===== config.mk =====
export PLATFORM = sky130hd
export DESIGN_NAME = rep_code_tx
export DESIGN_NICKNAME = d
export VERILOG_FILES = /design/src/rtl/rep_code_tx_pkg.sv /design/src/rtl/rep_code_tx_tick_gen.sv /design/src/rtl/rep_code_tx.sv
export SDC_FILE = /design/constraint.sdc
export NUM_CORES = 1
export LEC_CHECK = 0
export CORE_ASPECT_RATIO = 0.9
export CORE_MARGIN = 4
export CORE_UTILIZATION = 47
export CTS_CLUSTER_DIAMETER = 60
export CTS_CLUSTER_SIZE = 25
export DETAILED_ROUTE_END_ITERATION = 6
export PLACE_DENSITY = 0.73
export SLEW_MARGIN = 20
export SYNTH_ARGS = -nofsm -noshare
export SYNTH_HDL_FRONTEND = slang
export SYNTH_SLANG_ARGS = --single-unit

===== constraint.sdc =====
create_clock -name clk -period 1.75 [get_ports clk]
set_input_delay 0.175 -clock clk [delete_from_list [all_inputs] [get_ports clk]]
set_output_delay 0.175 -clock clk [all_outputs]
set_load 0.05 [all_outputs]

===== src/rtl/rep_code_tx_pkg.sv =====
// Shared definitions for the repetition-coded serial link.
//   state_e              FSM state codes, shared with the receiver/voter side
//   LINE_IDLE/START_LVL  line levels for idle, start bit and stop bit
//   REP_DEFAULT          chips per frame bit, matching the 4-input majority voter
//   cnt_w()              counter width for a 0..n-1 range, never below 1 bit
package rep_code_tx_pkg;

   typedef enum logic [1:0] {
      ST_IDLE  = 2'd0,
      ST_START = 2'd1,
      ST_DATA  = 2'd2,
      ST_STOP  = 2'd3
   } state_e;

   localparam logic LINE_IDLE = 1'b1;
   localparam logic START_LVL = 1'b0;
   localparam logic STOP_LVL  = 1'b1;

   localparam int REP_DEFAULT = 4;

   function automatic int cnt_w(input int n);
      return (n > 1) ? $clog2(n) : 1;
   endfunction

endpackage


===== src/rtl/rep_code_tx_tick_gen.sv =====
// Chip / bit timer for the repetition-coded transmitter.
//   clk, rst   clock and asynchronous active-high reset
//   run        counters advance while high, held at zero while low
//   chip_end   last clock of the current chip
//   bit_end    last clock of the last chip of the current frame bit
module rep_code_tx_tick_gen
   import rep_code_tx_pkg::*;
#(
   parameter int REP     = REP_DEFAULT,
   parameter int CLK_DIV = 1
) (
   input  logic clk,
   input  logic rst,
   input  logic run,
   output logic chip_end,
   output logic bit_end
);

   localparam int DIV_W = cnt_w(CLK_DIV);
   localparam int REP_W = cnt_w(REP);
   localparam logic [DIV_W-1:0] DIV_LAST = DIV_W'(CLK_DIV - 1);
   localparam logic [REP_W-1:0] REP_LAST = REP_W'(REP - 1);

   logic [DIV_W-1:0] div_cnt_q, div_cnt_d;
   logic [REP_W-1:0] rep_cnt_q, rep_cnt_d;

   always_comb begin
      // Gated by run so a 1x1 configuration does not report ticks while idle.
      chip_end  = run && (div_cnt_q == DIV_LAST);
      bit_end   = chip_end && (rep_cnt_q == REP_LAST);
      div_cnt_d = div_cnt_q;
      rep_cnt_d = rep_cnt_q;
      if (!run) begin
         div_cnt_d = '0;
         rep_cnt_d = '0;
      end else begin
         if (chip_end) div_cnt_d = '0;
         else          div_cnt_d = div_cnt_q + DIV_W'(1);
         if (bit_end)       rep_cnt_d = '0;
         else if (chip_end) rep_cnt_d = rep_cnt_q + REP_W'(1);
      end
   end

   always_ff @(posedge clk or posedge rst) begin
      if (rst) begin
         div_cnt_q <= '0;
         rep_cnt_q <= '0;
      end else begin
         div_cnt_q <= div_cnt_d;
         rep_cnt_q <= rep_cnt_d;
      end
   end

endmodule


===== src/rtl/rep_code_tx.sv =====
// Repetition-coded serial transmitter. Frames each accepted word as
// start bit, DATA_W data bits LSB-first, stop bit; every frame bit is
// REP identical chips of CLK_DIV clocks each.
//   clk, rst   clock and asynchronous active-high reset
//   in_valid   in_data holds a word to send
//   in_data    payload, sampled only on the accept edge
//   in_ready   high iff idle (a word can be accepted)
//   tx_out     registered serial line, idles high
//   busy       frame in progress
//   done       one-cycle pulse after the final stop chip
//
// state | meaning
// IDLE  | line high, waiting for in_valid
// START | sending the start bit (low)
// DATA  | sending sr[0], shifting right after each bit
// STOP  | sending the stop bit (high)
module rep_code_tx
   import rep_code_tx_pkg::*;
#(
   parameter int DATA_W  = 8,
   parameter int REP     = REP_DEFAULT,
   parameter int CLK_DIV = 1
) (
   input  logic              clk,
   input  logic              rst,
   input  logic              in_valid,
   input  logic [DATA_W-1:0] in_data,
   output logic              in_ready,
   output logic              tx_out,
   output logic              busy,
   output logic              done
);

   localparam int BIDX_W = cnt_w(DATA_W);
   localparam logic [BIDX_W-1:0] BIDX_LAST = BIDX_W'(DATA_W - 1);

   state_e            state_q, state_d;
   logic [DATA_W-1:0] sr_q, sr_d;
   logic [DATA_W-1:0] sr_shift;
   logic [BIDX_W-1:0] bit_idx_q, bit_idx_d;
   logic              tx_q, tx_d;
   logic              busy_q, busy_d;
   logic              done_q, done_d;
   logic              run;
   logic              chip_end;
   logic              bit_end;
   logic              step;

   assign run = (state_q != ST_IDLE);

   rep_code_tx_tick_gen #(
      .REP     (REP),
      .CLK_DIV (CLK_DIV)
   ) u_tick (
      .clk      (clk),
      .rst      (rst),
      .run      (run),
      .chip_end (chip_end),
      .bit_end  (bit_end)
   );

   // bit_end already implies chip_end; requiring both keeps a bit boundary
   // tied to the chip timer even if the rep counter were to misbehave.
   assign step = chip_end && bit_end;

   always_comb begin
      state_d   = state_q;
      sr_d      = sr_q;
      bit_idx_d = bit_idx_q;
      tx_d      = tx_q;
      busy_d    = busy_q;
      done_d    = 1'b0;
      sr_shift  = sr_q >> 1;
      case (state_q)
         ST_IDLE: begin
            tx_d = LINE_IDLE;
            if (in_valid) begin
               state_d   = ST_START;
               sr_d      = in_data;
               bit_idx_d = '0;
               busy_d    = 1'b1;
               tx_d      = START_LVL;
            end
         end
         ST_START: begin
            if (step) begin
               state_d = ST_DATA;
               tx_d    = sr_q[0];
            end
         end
         ST_DATA: begin
            if (step) begin
               if (bit_idx_q == BIDX_LAST) begin
                  state_d   = ST_STOP;
                  bit_idx_d = '0;
                  tx_d      = STOP_LVL;
               end else begin
                  sr_d      = sr_shift;
                  tx_d      = sr_shift[0];
                  bit_idx_d = bit_idx_q + BIDX_W'(1);
               end
            end
         end
         ST_STOP: begin
            if (step) begin
               state_d = ST_IDLE;
               busy_d  = 1'b0;
               done_d  = 1'b1;
               tx_d    = LINE_IDLE;
            end
         end
         default: begin
            state_d = ST_IDLE;
            busy_d  = 1'b0;
            tx_d    = LINE_IDLE;
         end
      endcase
   end

   always_ff @(posedge clk or posedge rst) begin
      if (rst) begin
         state_q   <= ST_IDLE;
         sr_q      <= '0;
         bit_idx_q <= '0;
         tx_q      <= LINE_IDLE;
         busy_q    <= 1'b0;
         done_q    <= 1'b0;
      end else begin
         state_q   <= state_d;
         sr_q      <= sr_d;
         bit_idx_q <= bit_idx_d;
         tx_q      <= tx_d;
         busy_q    <= busy_d;
         done_q    <= done_d;
      end
   end

   assign in_ready = (state_q == ST_IDLE);
   assign tx_out   = tx_q;
   assign busy     = busy_q;
   assign done     = done_q;

endmodule


After elaboration in Yosys (flattened, before gate mapping)
Index checks and enable logic that the tools add are counted.

operators by class
  equality and inequality tests = 12
  multiplexer cells = 30
  $add $sub $neg = 3
  bitwise operators = 1
  reduce and logical (&&, ||, !) cells = 12

operators by type and width
  kind                                                             count
  8-bit two-way mux                                                3
  2-bit two-way mux                                                8
  8-bit case mux with 2 select lines                               1
  2-bit != test, second input constant                             6
  1-bit two-way mux                                                11
  3-bit two-way mux                                                3
  3-bit AND reduction                                              3
  2-bit case mux with 4 select lines                               1
  2-bit == test, second input constant                             3
  3-bit case mux with 2 select lines                               1
  2-bit nonzero test                                               3
  5-bit AND reduction                                              1
  1-bit case mux with 4 select lines                               1
  4-bit AND reduction                                              1
  3-bit by 1-bit adder with 3-bit output, second input constant    1
  3-bit == test, second input constant                             1
  1-bit logical AND                                                3
  3-bit != test, second input constant                             1
  2-bit by 1-bit adder with 2-bit output, second input constant    1
  2-bit by 1-bit == test with 1-bit output, second input constant  1
  2-bit zero test                                                  1
  1-bit case mux with 2 select lines                               1
  1-bit adder, second input constant                               1
  1-bit inverter                                                   1

storage, ports and cells
  word-level logic and storage cells = 66
  input bits = 11
  register bits = 19
  output and inout bits = 4

Longest topological paths before layout
  word-level depth = 6
  depth in mapped cells = 6
  depth with buffers taken out = 5

Cells and area by module
Synthesis repeated with hierarchy kept, for this count alone.

second synthesis, totals
  cell total of the unflattened synthesis = 89
  area, all modules = 1,079.8 µm²

modules (own cells, without submodules)
  module                sequential area each (µm²)  area an instance (µm²)  cells each  instances
  rep_code_tx           401.6                       935.9                   76          1
  rep_code_tx_tick_gen  75.1                        143.9                   13          1

Worst setup path after synthesis
Ideal clock, no wire load.

  kind = register to register
  start = register state_q[0]
  end = register state_q[1]
  path buffers = 1
  path slack = -0.372 ns
  data required time = 1.622 ns
  setup time = 0.128 ns
  period minus slack after synthesis = 2.122 ns
  data arrival time = 1.994 ns
  cell stages (with the launch flop) = 7
  cells stage by stage = dfrtp_1 > inv_1 > ha_1 > or3b_1 > buf_2 > a221oi_4 > mux2_1

on the way
  elaborated cells on any way between the ends = 15
  classes of those cells = eq/ne: 8; mux: 1; reduce/logical: 6

RTL lines
  element                        line                text
  start: declaration             rep_code_tx.sv:37   state_e state_q, state_d;
  start signal: assignment       rep_code_tx.sv:129  state_q <= state_d;
  2-bit zero test *              -
  via in_ready                   rep_code_tx.sv:28   output logic in_ready,
  2-bit != test (no line)        -
  5-bit AND reduction (no line)  -

The timed path passes the listed nets; every way through them passes the cells marked *.
A chain may end at the register's enable or synchronous reset.

Worst setup path in the final report
  start = register state_q[0]
  end = register state_q[1]

on the way
  longest elaborated chain between the ends = 6
  elaborated cells on any way between the ends = 15
  classes of those cells = eq/ne: 8; mux: 1; reduce/logical: 6

ends and longest elaborated chain
  element                        line                        text
  2-bit nonzero test             rep_code_tx.sv:49           assign run = (state_q != ST_IDLE);
  1-bit logical AND              rep_code_tx_tick_gen.sv:29  chip_end = run && (div_cnt_q == DIV_LAST);
  1-bit logical AND              rep_code_tx_tick_gen.sv:30  bit_end = chip_end && (rep_cnt_q == REP_LAST);
  1-bit logical AND              rep_code_tx.sv:64           assign step = chip_end && bit_end;
  2-bit != test (no line)        -
  5-bit AND reduction (no line)  -

Parallel ways exist; a longest one is shown, timed or not.

==> impl_metrics.toml <==
[routing]
vias = 871
avgViaCountPerCell = 5.807
route.met2.wl_um = 1169
initialDrtViolationCount = 16
first_pass_iters = 4
drc = 0
final_antenna_net_count = 0
wl_met1_um = 1105
top_layer = "met4"
routed_wl_um = 2382
wl_per_cell_um = 15.88
routed-wl-met3_um = 85

[final_layout]
synthToLayoutAreaGrowth_pct = 42.01
num_antenna_cells = 0
drive_gt1_share_pct = 32.80
design_area_um2 = 1468
fillCellCount = 141
nNetsFinal = 145

[clocking]
cts_max_level = 1
clkLatencyLatePin_ns = 0.30
cts_num_sinks = 19
cts_tree = "built"
clk_pin_slew_ns = 0.11
clk_path_buf_depth = 2
cts_buffers = 3
cts_hold_buf = 0
ctsRootBufferMaster = "clkbuf_4"

[critical_path]
path_class = "reg2reg"
end_kind = "flip-flop"
path_max_fanout = 4
start_kind = "flip-flop"
critPathRequiredTime_ns = 1.94
crit_arrival_ns = 2.00

[synth]
synth_cell_types = 37
syn_avg_cell_area_um2 = 11.36
ys_ff_latch = 19
ys_async_sr_fraction_pct = 100.0
dominantRegCellSynth = "dfrtp_1"
synth-edff-count = 0
syn_area_um2 = 1033
yosys_warnings = 0
yosysSeqAreaShare_pct = 46.13
syn_nets = 110
postSynthCellCount = 91

[timing]
slew_headroom_pct = 66.72
rsz0062_at_grt = "true"
clock_skew_ns = 0.004982
report.final.hold_viol_count = 0
min_period_ns = 1.804
fmax_mhz = 554.4
setup_viol = 2
setup_ws_ns = -0.05388
post-route-period-util_pct = 103.1
maxSlewViolCount = 0
tightestPinTransition_ns = 0.4976
hold_ws_ns = 0.1874
tns_ns = -0.09086

[run_status]
violations = "setup timing"
status = "finished with violations"

[floorplan]
die_h_um = 52.49
die_area_um2 = 3014
core_area_um2 = 2008
dieWidth_um = 57.43
ios = 15
floorplan.initialDensity_pct = 51.46
fp-row-count = 15

[placement]
dpl.hpwl_um = 1596
dpl-instance-area_um2 = 1320
portBuffers = 14
gp_congestion = 0.8061

[global_route]
antenna_found_initial = 0
grt_first_pass_wirelength_um = 3801
grt_pass1_vias = 900
grt_max_degree = 20
grt.overflow.total = 0
grt_util_all_layers_pct = 16.43

[power]
p_leak_nw = 0.6434
cellPowerDensity_nw_per_um2 = 1688
vdd_ir_drop_max_uv = 1289
p_total_mw = 2.478

[worst_hold_path]
holdCritPathClass = "in2async"

[job]
cap_violations = 0
## placed cells by master, fill, tap and decap left out, types with 2 or more instances in the layout
cell / n
dfrtp_1: 17
buf_4: 17
clkdlybuf4s50_1: 12
o32a_1: 8
o21a_1: 7
ha_1: 5
inv_1: 4
nor2_1: 4
buf_6: 4
clkbuf_4: 3
nor2b_1: 2
mux2i_1: 2
a31oi_1: 2
inv_2: 2
o211ai_1: 2
nand2_1: 2
ha_4: 2
## state kept, by name, summed over array words and instances (netlist names)
name              count
done                  1
bit_idx_q             3
busy                  1
u_tick.div_cnt_q      1
tx_out                1
state_q               2
sr_q                  8
u_tick.rep_cnt_q      2
## power by group
| part | leakage, nW | total (mW) | internal [mW] | switching, mW |
|---|---|---|---|---|
| clock network | 0.0150 | 0.221 | 0.0888 | 0.132 |
| logic | 0.404 | 1.48 | 0.807 | 0.675 |
| registers | 0.225 | 0.774 | 0.636 | 0.138 |
| total | 0.643 | 2.48 | 1.53 | 0.946 |
## area by class of cell
type                       count  area [um^2]  area share [%]
clock buffer                   4        26.28           1.790
inverter                       6        22.52           1.535
multi-input combinational     61        581.8           39.64
sequential                    19        478.0           32.57
tap                           25        31.28           2.131
timing repair buffer          35        327.8           22.34
## per-stage QoR
step	worst slack, ns	instances	util, %
floorplan	-0.1222	91	-
global placement	-0.04994	140	65.73
detailed placement	-0.08506	140	65.73
CTS	-0.08706	145	69.78
global route	-0.1255	150	73.08
finish	-0.05388	150	73.08
## Yosys cell counts, types with 2 or more instances
cell      count  area share, %
dfrtp_1      18             44
ha_1          8            9.7
o32a_1        8            7.7
o21a_1        7            5.1
inv_1         6            2.2
nor2_1        4            1.5
a31oi_1       2            1.2
buf_2         2           0.97
clkbuf_1      2           0.73
mux2_1        2            2.2
mux2i_1       2            1.9
nand2_1       2           0.73
nor2b_1       2            1.2
o211ai_1      2            1.5
o41ai_1       2            1.7
## critical path, stage by stage, from the launching register on
cell and delay (ns):
dfrtp_2 0.43, inv_2 0.07, ha_4 0.16, or3b_4 0.41
a221oi_4 0.30, mux2_4 0.32
## worst paths after layout
check	startpoint	to	slack [ns]	depth (start not counted)
min in group clk	sr_q[2]	sr_q[2]	0.50	1
worst min register to register	sr_q[2]	sr_q[2]	0.50	1
worst max register to register	state_q[0]	state_q[1]	-0.05	5
max in group asynchronous	rst	tx_out	1.30	3
worst max-delay path	state_q[0]	state_q[1]	-0.05	5
worst min-delay path	rst	bit_idx_q[2]	0.19	3
## routing by layer
layer / GRT usage, % / up-vias
met3: 2.709 / 3
li1: - / 411
met4: 7.722 / 0
met2: 27.82 / 17
met5: 0 / -
met1: 20.40 / 440
## logic make-up (layout without fill, tap and decap cells)
family	Yosys count	count (layout)	synth area share (%)
compound gates	31	31	25.91
fa+ha+maj	8	8	9.686
buf+inv	11	45	4.237
flops	19	19	46.13
mux	4	4	4.116
other cells	1	1	0.3628
simple gates	17	17	9.565
## repair_timing
| action | 4_1_cts | 5_1_grt |
|---|---|---|
| buffers inserted | 1 | 4 |
| setup endpoints to repair | 10 | 12 |
| pin swaps | 3 | 2 |
| gates resized for setup | 9 | 8 |
| gates cloned | 0 | 1 |
Power figures use the tool's default switching activity.
